==> config.mk <==
export PLATFORM = sky130hd
export DESIGN_NAME = rvh_tlb_miss_arbiter_mc
export DESIGN_NICKNAME = d
export VERILOG_FILES = /design/src/rtl/rvh_tlb_miss_arbiter_mc.sv
export SDC_FILE = /design/constraint.sdc
export NUM_CORES = 1
export LEC_CHECK = 0
export BUFFER_PORTS_ARGS = -buffer_cell sky130_fd_sc_hd__buf_2
export CORE_UTILIZATION = 55
export DETAILED_ROUTE_END_ITERATION = 8
export GPL_TIMING_DRIVEN = 0
export PLACE_DENSITY = 0.91
export SETUP_SLACK_MARGIN = 0.3
export SKIP_CTS_REPAIR_TIMING = 1
export SYNTH_ARGS = -nofsm -noshare
export SYNTH_HDL_FRONTEND = slang
export SYNTH_SLANG_ARGS = --single-unit
==> constraint.sdc <==
create_clock -name clk -period 7.5 [get_ports clk]
set_input_delay 0.75 -clock clk [delete_from_list [all_inputs] [get_ports clk]]
set_output_delay 0.75 -clock clk [all_outputs]
set_load 0.01 [all_outputs]
==> src/rtl/rvh_tlb_miss_arbiter_mc.sv <==
// rvh_tlb_miss_arbiter_mc: N-channel TLB miss arbiter with walk tag table and flush quiesce
module rvh_tlb_miss_arbiter_mc #(
    parameter int N_CH            = 2,
    parameter int TRANS_ID_WIDTH  = 3,
    parameter int ASID_WIDTH      = 16,
    parameter int VPN_WIDTH       = 27,
    parameter int PTE_WIDTH       = 64,
    parameter int PAGE_LVL_WIDTH  = 2,
    parameter int MAX_OUTSTANDING = 4,
    parameter int TAG_WIDTH       = $clog2(MAX_OUTSTANDING),
    parameter int ARB_MODE        = 0,
    parameter int PRIO_CH         = 1,
    parameter int STARVE_LIMIT    = 15
) (
    input  logic                             clk,
    input  logic                             rst,
    input  logic [N_CH-1:0]                  miss_req_vld_i,
    input  logic [N_CH*TRANS_ID_WIDTH-1:0]   miss_req_trans_id_i,
    input  logic [N_CH*ASID_WIDTH-1:0]       miss_req_asid_i,
    input  logic [N_CH*VPN_WIDTH-1:0]        miss_req_vpn_i,
    input  logic [N_CH*2-1:0]                miss_req_access_type_i,
    output logic [N_CH-1:0]                  miss_req_rdy_o,
    output logic                             walk_req_vld_o,
    output logic [TAG_WIDTH-1:0]             walk_req_tag_o,
    output logic [ASID_WIDTH-1:0]            walk_req_asid_o,
    output logic [VPN_WIDTH-1:0]             walk_req_vpn_o,
    output logic [1:0]                       walk_req_access_type_o,
    input  logic                             walk_req_rdy_i,
    input  logic                             walk_resp_vld_i,
    input  logic [TAG_WIDTH-1:0]             walk_resp_tag_i,
    input  logic [PTE_WIDTH-1:0]             walk_resp_pte_i,
    input  logic [PAGE_LVL_WIDTH-1:0]        walk_resp_page_lvl_i,
    input  logic                             walk_resp_access_fault_i,
    input  logic                             walk_resp_page_fault_i,
    output logic [N_CH-1:0]                  miss_resp_vld_o,
    output logic [TRANS_ID_WIDTH-1:0]        miss_resp_trans_id_o,
    output logic [ASID_WIDTH-1:0]            miss_resp_asid_o,
    output logic [VPN_WIDTH-1:0]             miss_resp_vpn_o,
    output logic [1:0]                       miss_resp_access_type_o,
    output logic [PTE_WIDTH-1:0]             miss_resp_pte_o,
    output logic [PAGE_LVL_WIDTH-1:0]        miss_resp_page_lvl_o,
    output logic                             miss_resp_access_fault_o,
    output logic                             miss_resp_page_fault_o,
    input  logic                             flush_req_i,
    output logic                             flush_grant_o,
    output logic                             tag_err_o
);
    localparam int CH_W  = $clog2(N_CH);
    localparam int CNT_W = ($clog2(STARVE_LIMIT + 1) > 4) ? $clog2(STARVE_LIMIT + 1) : 4;

    typedef enum logic [1:0] {IDLE, DRAIN, GRANT} state_t;

    state_t                      state_q;
    logic                        flush_grant_q;
    logic [MAX_OUTSTANDING-1:0]  tv_q, tv_d;
    logic [CH_W-1:0]             tch_q  [MAX_OUTSTANDING];
    logic [TRANS_ID_WIDTH-1:0]   ttid_q [MAX_OUTSTANDING];
    logic [ASID_WIDTH-1:0]       tasid_q[MAX_OUTSTANDING];
    logic [VPN_WIDTH-1:0]        tvpn_q [MAX_OUTSTANDING];
    logic [1:0]                  tat_q  [MAX_OUTSTANDING];
    logic [CH_W-1:0]             rr_ptr_q, rr_ptr_d, start, win_idx, forced_idx;
    logic [CNT_W-1:0]            cnt_q[N_CH], cnt_d[N_CH];
    logic [N_CH-1:0]             win_oh;
    logic                        found, forced;
    logic [TAG_WIDTH-1:0]        free_tag;
    logic                        full, can_accept, accept, resp_hit;
    logic                        wr_vld_q, wr_vld_d;
    logic [TAG_WIDTH-1:0]        wr_tag_q, wr_tag_d;
    logic [ASID_WIDTH-1:0]       wr_asid_q, wr_asid_d;
    logic [VPN_WIDTH-1:0]        wr_vpn_q, wr_vpn_d;
    logic [1:0]                  wr_at_q, wr_at_d;
    logic [N_CH-1:0]             mr_vld_q, mr_vld_d;
    logic [TRANS_ID_WIDTH-1:0]   mr_tid_q, mr_tid_d;
    logic [ASID_WIDTH-1:0]       mr_asid_q, mr_asid_d;
    logic [VPN_WIDTH-1:0]        mr_vpn_q, mr_vpn_d;
    logic [1:0]                  mr_at_q, mr_at_d;
    logic [PTE_WIDTH-1:0]        mr_pte_q, mr_pte_d;
    logic [PAGE_LVL_WIDTH-1:0]   mr_lvl_q, mr_lvl_d;
    logic                        mr_af_q, mr_af_d, mr_pf_q, mr_pf_d;
    logic                        tag_err_q, tag_err_d;

    // Winner selection: rotating search from the RR pointer or PRIO_CH, overridden by the lowest starved channel
    always_comb begin
        start      = (ARB_MODE == 1) ? CH_W'(PRIO_CH) : rr_ptr_q;
        found      = 1'b0;
        win_idx    = '0;
        forced     = 1'b0;
        forced_idx = '0;
        for (int i = 0; i < N_CH; i++) begin
            if (!found && miss_req_vld_i[CH_W'((int'(start) + i) % N_CH)]) begin
                found   = 1'b1;
                win_idx = CH_W'((int'(start) + i) % N_CH);
            end
        end
        for (int i = N_CH - 1; i >= 0; i--) begin
            if (ARB_MODE == 1 && miss_req_vld_i[i] && cnt_q[i] >= CNT_W'(STARVE_LIMIT)) begin
                forced     = 1'b1;
                forced_idx = CH_W'(i);
            end
        end
        win_idx = forced ? forced_idx : win_idx;
        win_oh  = found ? (N_CH'(1) << win_idx) : '0;
    end

    // Lowest free tag; an entry freed this cycle still counts as busy
    always_comb begin
        free_tag = '0;
        for (int t = MAX_OUTSTANDING - 1; t >= 0; t--) begin
            if (!tv_q[t]) free_tag = TAG_WIDTH'(t);
        end
    end

    assign full           = &tv_q;
    assign can_accept     = !rst && state_q == IDLE && !full && (!wr_vld_q || walk_req_rdy_i);
    assign miss_req_rdy_o = can_accept ? win_oh : '0;
    assign accept         = |miss_req_rdy_o;
    assign resp_hit       = walk_resp_vld_i && tv_q[walk_resp_tag_i];

    // Next state for table valids, arbitration state, walk request and response registers
    always_comb begin
        tv_d = tv_q;
        if (resp_hit) tv_d[walk_resp_tag_i] = 1'b0;
        if (accept) tv_d[free_tag] = 1'b1;
        rr_ptr_d = !accept ? rr_ptr_q : (win_idx == CH_W'(N_CH - 1)) ? '0 : win_idx + 1'b1;
        for (int i = 0; i < N_CH; i++) begin
            cnt_d[i] = (!miss_req_vld_i[i] || miss_req_rdy_o[i]) ? '0 : (&cnt_q[i]) ? cnt_q[i] : cnt_q[i] + 1'b1;
        end
        wr_vld_d  = accept || (wr_vld_q && !walk_req_rdy_i);
        wr_tag_d  = accept ? free_tag : wr_tag_q;
        wr_asid_d = accept ? miss_req_asid_i[win_idx*ASID_WIDTH +: ASID_WIDTH] : wr_asid_q;
        wr_vpn_d  = accept ? miss_req_vpn_i[win_idx*VPN_WIDTH +: VPN_WIDTH] : wr_vpn_q;
        wr_at_d   = accept ? miss_req_access_type_i[win_idx*2 +: 2] : wr_at_q;
        mr_vld_d  = resp_hit ? (N_CH'(1) << tch_q[walk_resp_tag_i]) : '0;
        mr_tid_d  = resp_hit ? ttid_q[walk_resp_tag_i] : mr_tid_q;
        mr_asid_d = resp_hit ? tasid_q[walk_resp_tag_i] : mr_asid_q;
        mr_vpn_d  = resp_hit ? tvpn_q[walk_resp_tag_i] : mr_vpn_q;
        mr_at_d   = resp_hit ? tat_q[walk_resp_tag_i] : mr_at_q;
        mr_pte_d  = resp_hit ? walk_resp_pte_i : mr_pte_q;
        mr_lvl_d  = resp_hit ? walk_resp_page_lvl_i : mr_lvl_q;
        mr_af_d   = resp_hit ? walk_resp_access_fault_i : mr_af_q;
        mr_pf_d   = resp_hit ? walk_resp_page_fault_i : mr_pf_q;
        tag_err_d = tag_err_q || (walk_resp_vld_i && !tv_q[walk_resp_tag_i]);
    end

    // Control and output registers
    always_ff @(posedge clk) begin
        if (rst) begin
            tv_q      <= '0;
            rr_ptr_q  <= '0;
            for (int i = 0; i < N_CH; i++) cnt_q[i] <= '0;
            wr_vld_q  <= 1'b0;
            wr_tag_q  <= '0;
            wr_asid_q <= '0;
            wr_vpn_q  <= '0;
            wr_at_q   <= '0;
            mr_vld_q  <= '0;
            mr_tid_q  <= '0;
            mr_asid_q <= '0;
            mr_vpn_q  <= '0;
            mr_at_q   <= '0;
            mr_pte_q  <= '0;
            mr_lvl_q  <= '0;
            mr_af_q   <= 1'b0;
            mr_pf_q   <= 1'b0;
            tag_err_q <= 1'b0;
        end else begin
            tv_q      <= tv_d;
            rr_ptr_q  <= rr_ptr_d;
            for (int i = 0; i < N_CH; i++) cnt_q[i] <= cnt_d[i];
            wr_vld_q  <= wr_vld_d;
            wr_tag_q  <= wr_tag_d;
            wr_asid_q <= wr_asid_d;
            wr_vpn_q  <= wr_vpn_d;
            wr_at_q   <= wr_at_d;
            mr_vld_q  <= mr_vld_d;
            mr_tid_q  <= mr_tid_d;
            mr_asid_q <= mr_asid_d;
            mr_vpn_q  <= mr_vpn_d;
            mr_at_q   <= mr_at_d;
            mr_pte_q  <= mr_pte_d;
            mr_lvl_q  <= mr_lvl_d;
            mr_af_q   <= mr_af_d;
            mr_pf_q   <= mr_pf_d;
            tag_err_q <= tag_err_d;
        end
    end

    // Tag table payload, written into the allocated entry on accept
    always_ff @(posedge clk) begin
        if (accept) begin
            tch_q[free_tag]   <= win_idx;
            ttid_q[free_tag]  <= miss_req_trans_id_i[win_idx*TRANS_ID_WIDTH +: TRANS_ID_WIDTH];
            tasid_q[free_tag] <= wr_asid_d;
            tvpn_q[free_tag]  <= wr_vpn_d;
            tat_q[free_tag]   <= wr_at_d;
        end
    end

    // Flush FSM: block accepts, wait for the walk port and table to drain, then pulse the grant
    always_ff @(posedge clk) begin
        if (rst) begin
            state_q       <= IDLE;
            flush_grant_q <= 1'b0;
        end else begin
            case (state_q)
                IDLE: if (flush_req_i) state_q <= DRAIN;
                DRAIN: if (!wr_vld_q && !(|tv_q)) begin
                    state_q       <= GRANT;
                    flush_grant_q <= 1'b1;
                end
                GRANT: begin
                    state_q       <= IDLE;
                    flush_grant_q <= 1'b0;
                end
                default: state_q <= IDLE;
            endcase
        end
    end

    assign walk_req_vld_o           = wr_vld_q;
    assign walk_req_tag_o           = wr_tag_q;
    assign walk_req_asid_o          = wr_asid_q;
    assign walk_req_vpn_o           = wr_vpn_q;
    assign walk_req_access_type_o   = wr_at_q;
    assign miss_resp_vld_o          = mr_vld_q;
    assign miss_resp_trans_id_o     = mr_tid_q;
    assign miss_resp_asid_o         = mr_asid_q;
    assign miss_resp_vpn_o          = mr_vpn_q;
    assign miss_resp_access_type_o  = mr_at_q;
    assign miss_resp_pte_o          = mr_pte_q;
    assign miss_resp_page_lvl_o     = mr_lvl_q;
    assign miss_resp_access_fault_o = mr_af_q;
    assign miss_resp_page_fault_o   = mr_pf_q;
    assign flush_grant_o            = flush_grant_q;
    assign tag_err_o                = tag_err_q;
endmodule

==> results_dict.tcl <==
set metrics [dict create \
    maxCapViolCount 0 \
    fill_cells 1612 \
    critical_path.startpoint "tv_q[1]" \
    rr_worst_depth 9 \
    critPathCaptureType "primary output" \
    grt_use_total_pct 30.39 \
    die_h_um 162.2 \
    drt_wl_total_um 40680 \
    setup_ws_ns 3.955 \
    clock-root-buffer "clkbuf_16" \
    core_area_sq_mm 0.02518 \
    grt_overflow 0 \
    syn2layout_area_growth_pct 24.88 \
    slew_headroom_pct 24.59 \
    path_class "flip-flop to primary output" \
    antenna_found_initial 1 \
    max_freq_mhz 282.1 \
    io_pins 343 \
    vdd_drop_max_mv 0.2201 \
    row_count 58 \
    hold_viol 0 \
    drtPass1Iterations 6 \
    power.density_mw_per_mm2 251.3 \
    ys.warnings.count 0 \
    cts_tree "done" \
    wl_per_cell_um 21.92 \
    utilization_pct 69.98 \
    pwr-share-comb_pct 9.3 \
    cts_buffers 37 \
    insertion_delay_ns 0.53 \
    place.port_buffers 338 \
    cts_sinks 371 \
    viasPerCell 6.045 \
    whs_ns 0.4461 \
    drtAntennaViolNets 0 \
    clk_path_buf_depth 3 \
    finalWorstPathRequiredPeriod_ns 3.545 \
    status "completed" \
    syn_avg_cell_area_sq_um 12.74 \
    dp_hpwl_um 28420 \
    grt_pass1_wl_um 59670 \
    pwr-share-clk_pct 39.9 \
    synth_cells 1108 \
    final_common_cell "buf_2" \
    place.gp.congestion 0.8832 \
    die_x_um 162.2 \
    grt_pass1_vias 10740 \
    htree_levels 2 \
    cp.arrival_ns 2.79 \
    num-nets-final 1669 \
    initial_core_util_pct 56.04 \
    p_total_w 0.004428 \
    yosys.area.top_type "edfxtp_1" \
    worstMarginPinSlew_ns 1.131 \
    tns_ns 0 \
    seqPwrFrac_pct 50.9 \
    finalCritPeriodShare_pct 47.26 \
    drc 0 \
    yosys_register_bits 371 \
    grt_setup_unrepaired "no" \
    grt_max_degree 22 \
    crit_path_end "miss_req_rdy_o[1]" \
    yosysUniqueCellTypes 36 \
    skew_ns 0.01495 \
    p_sw_share_pct 23.99 \
    ys_seq_area_share_pct 66.53 \
    cp-start-kind "flip-flop" \
    slew_violations 0 \
    drive_above_1_share_pct 32.20 \
    cp.required_ns 6.75 \
    r2r_setup_slack_ns 4.21 \
    worstPathMaxFanout 10 \
    synthesis.nets 1281 \
    setup_viol_count_final 0 \
    r2r_start "state_q[1]" \
    p_sw_w 0.001062 \
    yosysTopAreaCellShare_pct 41.71 \
    synth_area_sq_mm 0.01411 \
    r2r-end "tvpn_q[1][8]" \
    dieArea_sq_mm 0.02630 \
    place_ws_ns 3.844 \
    internal-power_w 0.003366 \
    clk_pin_slew_worst_paths_ns 0.07 \
    layout_common_cells "buf_2 (361), nand2_1 (241), edfxtp_1 (196)" \
    min_path_type "flip-flop to flip-flop" \
    p_leak_nw 6.966 \
    vias 11220 \
    yosys-top-cells-area "edfxtp_1 (42%), dfxtp_1 (25%), mux4_2 (7.8%)" \
    drt_iter0_drc 1428 \
]
-- worst min path at each step --
stage | start | end | slack [ns] | cells after the start
3_3_place_gp | miss_resp_pte_o[31] | miss_resp_pte_o[31] | 0.44 | 2
4_1_cts | walk_resp_pte_i[14] | miss_resp_pte_o[14] | 0.44 | 3
2_1_floorplan | state_q[1] | state_q[1] | 0.46 | 1
6_report | miss_resp_pte_o[38] | miss_resp_pte_o[38] | 0.45 | 2
3_5_place_dp | miss_resp_pte_o[44] | miss_resp_pte_o[44] | 0.44 | 2
5_1_grt | walk_resp_pte_i[14] | miss_resp_pte_o[14] | 0.45 | 3
-- flip-flops by register name, summed over array words and instances (netlist names), 12 cells and up --
register / cells
walk_req_asid_o: 16
miss_resp_pte_o: 64
miss_resp_vpn_o: 27
tvpn_q: 108
walk_req_vpn_o: 27
tasid_q: 64
ttid_q: 12
miss_resp_asid_o: 16
-- worst max-delay path: stages (launching register included) --
cell,delay (ns)
dfxtp_1,0.30
clkbuf_1,0.25
nand4_1,0.22
clkbuf_1,0.46
clkbuf_1,0.58
and3_1,0.29
buf_2,0.15
-- area by class of cell --
cell class,count,area [sq um],area share [%]
Tap cell,330,412.9,2.343
Buffer,96,415.4,2.357
Timing Repair Buffer,349,1917,10.88
Sequential cell,371,9389,53.28
Clock inverter,23,163.9,0.9301
Inverter,1,3.754,0.02130
Clock buffer,45,987.2,5.602
Multi-Input combinational cell,640,4332,24.58
Antenna cell,1,2.502,0.01420
-- cells in the mapped netlist (all sizes together) --
cell type and instances:
a211oi 3, a21o 1, a21oi 166, a2bb2oi 1, a311oi 45, a31oi 45, a41oi 1, and3 1
buf 36, clkbuf 60, dfxtp 175, edfxtp 196, inv 1, mux2 4, mux2i 47, mux4 49
nand2 241, nand2b 4, nand3 1, nand3b 2, nand4 2, nor2 13, nor2b 1, nor3 5
nor3b 1, nor4 1, o211a 1, o21ai 1, o22a 1, o22ai 2, or4b 1
-- layer usage --
metal  share of wire, %  GRT usage [%]  vias up
li1                   -              -     4902
met1                 35          36.31     5309
met2                 50          52.28      869
met3                 10          5.592      140
met4                4.9          16.30        0
met5                  0              0        -
-- power groups by stage --
stage                     registers (W)  clock network [W]  logic [W]
final                           0.00225            0.00176   0.000411
after detailed placement        0.00229                  0   0.000398
after global routing            0.00226            0.00185   0.000435
after global placement          0.00229                  0   0.000372
after floorplan                 0.00230                  0   0.000212
after CTS                       0.00225            0.00177   0.000403
-- per-stage QoR --
| step | cells | area [sq um] |
|---|---|---|
| 3_3_place_gp | 1776 | 16220 |
| 2_1_floorplan | 1108 | 14110 |
| 4_1_cts | 1855 | 17620 |
| 3_5_place_dp | 1787 | 16470 |
| 5_1_grt | 1855 | 17620 |
| 6_report | 1856 | 17620 |
-- cell families (layout without fill, tap and decap cells) --
group / count (synthesis) / count (layout) / share of synthesized area (%)
DFF: 371 / 371 / 66.53
and+or+nand+nor: 273 / 273 / 7.713
AOI/OAI and AO/OA: 267 / 267 / 11.31
muxes: 100 / 100 / 11.47
buffers and inverters: 97 / 514 / 2.970
other: 0 / 1 / 0
No activity file was read; power rests on OpenSTA's default activity.
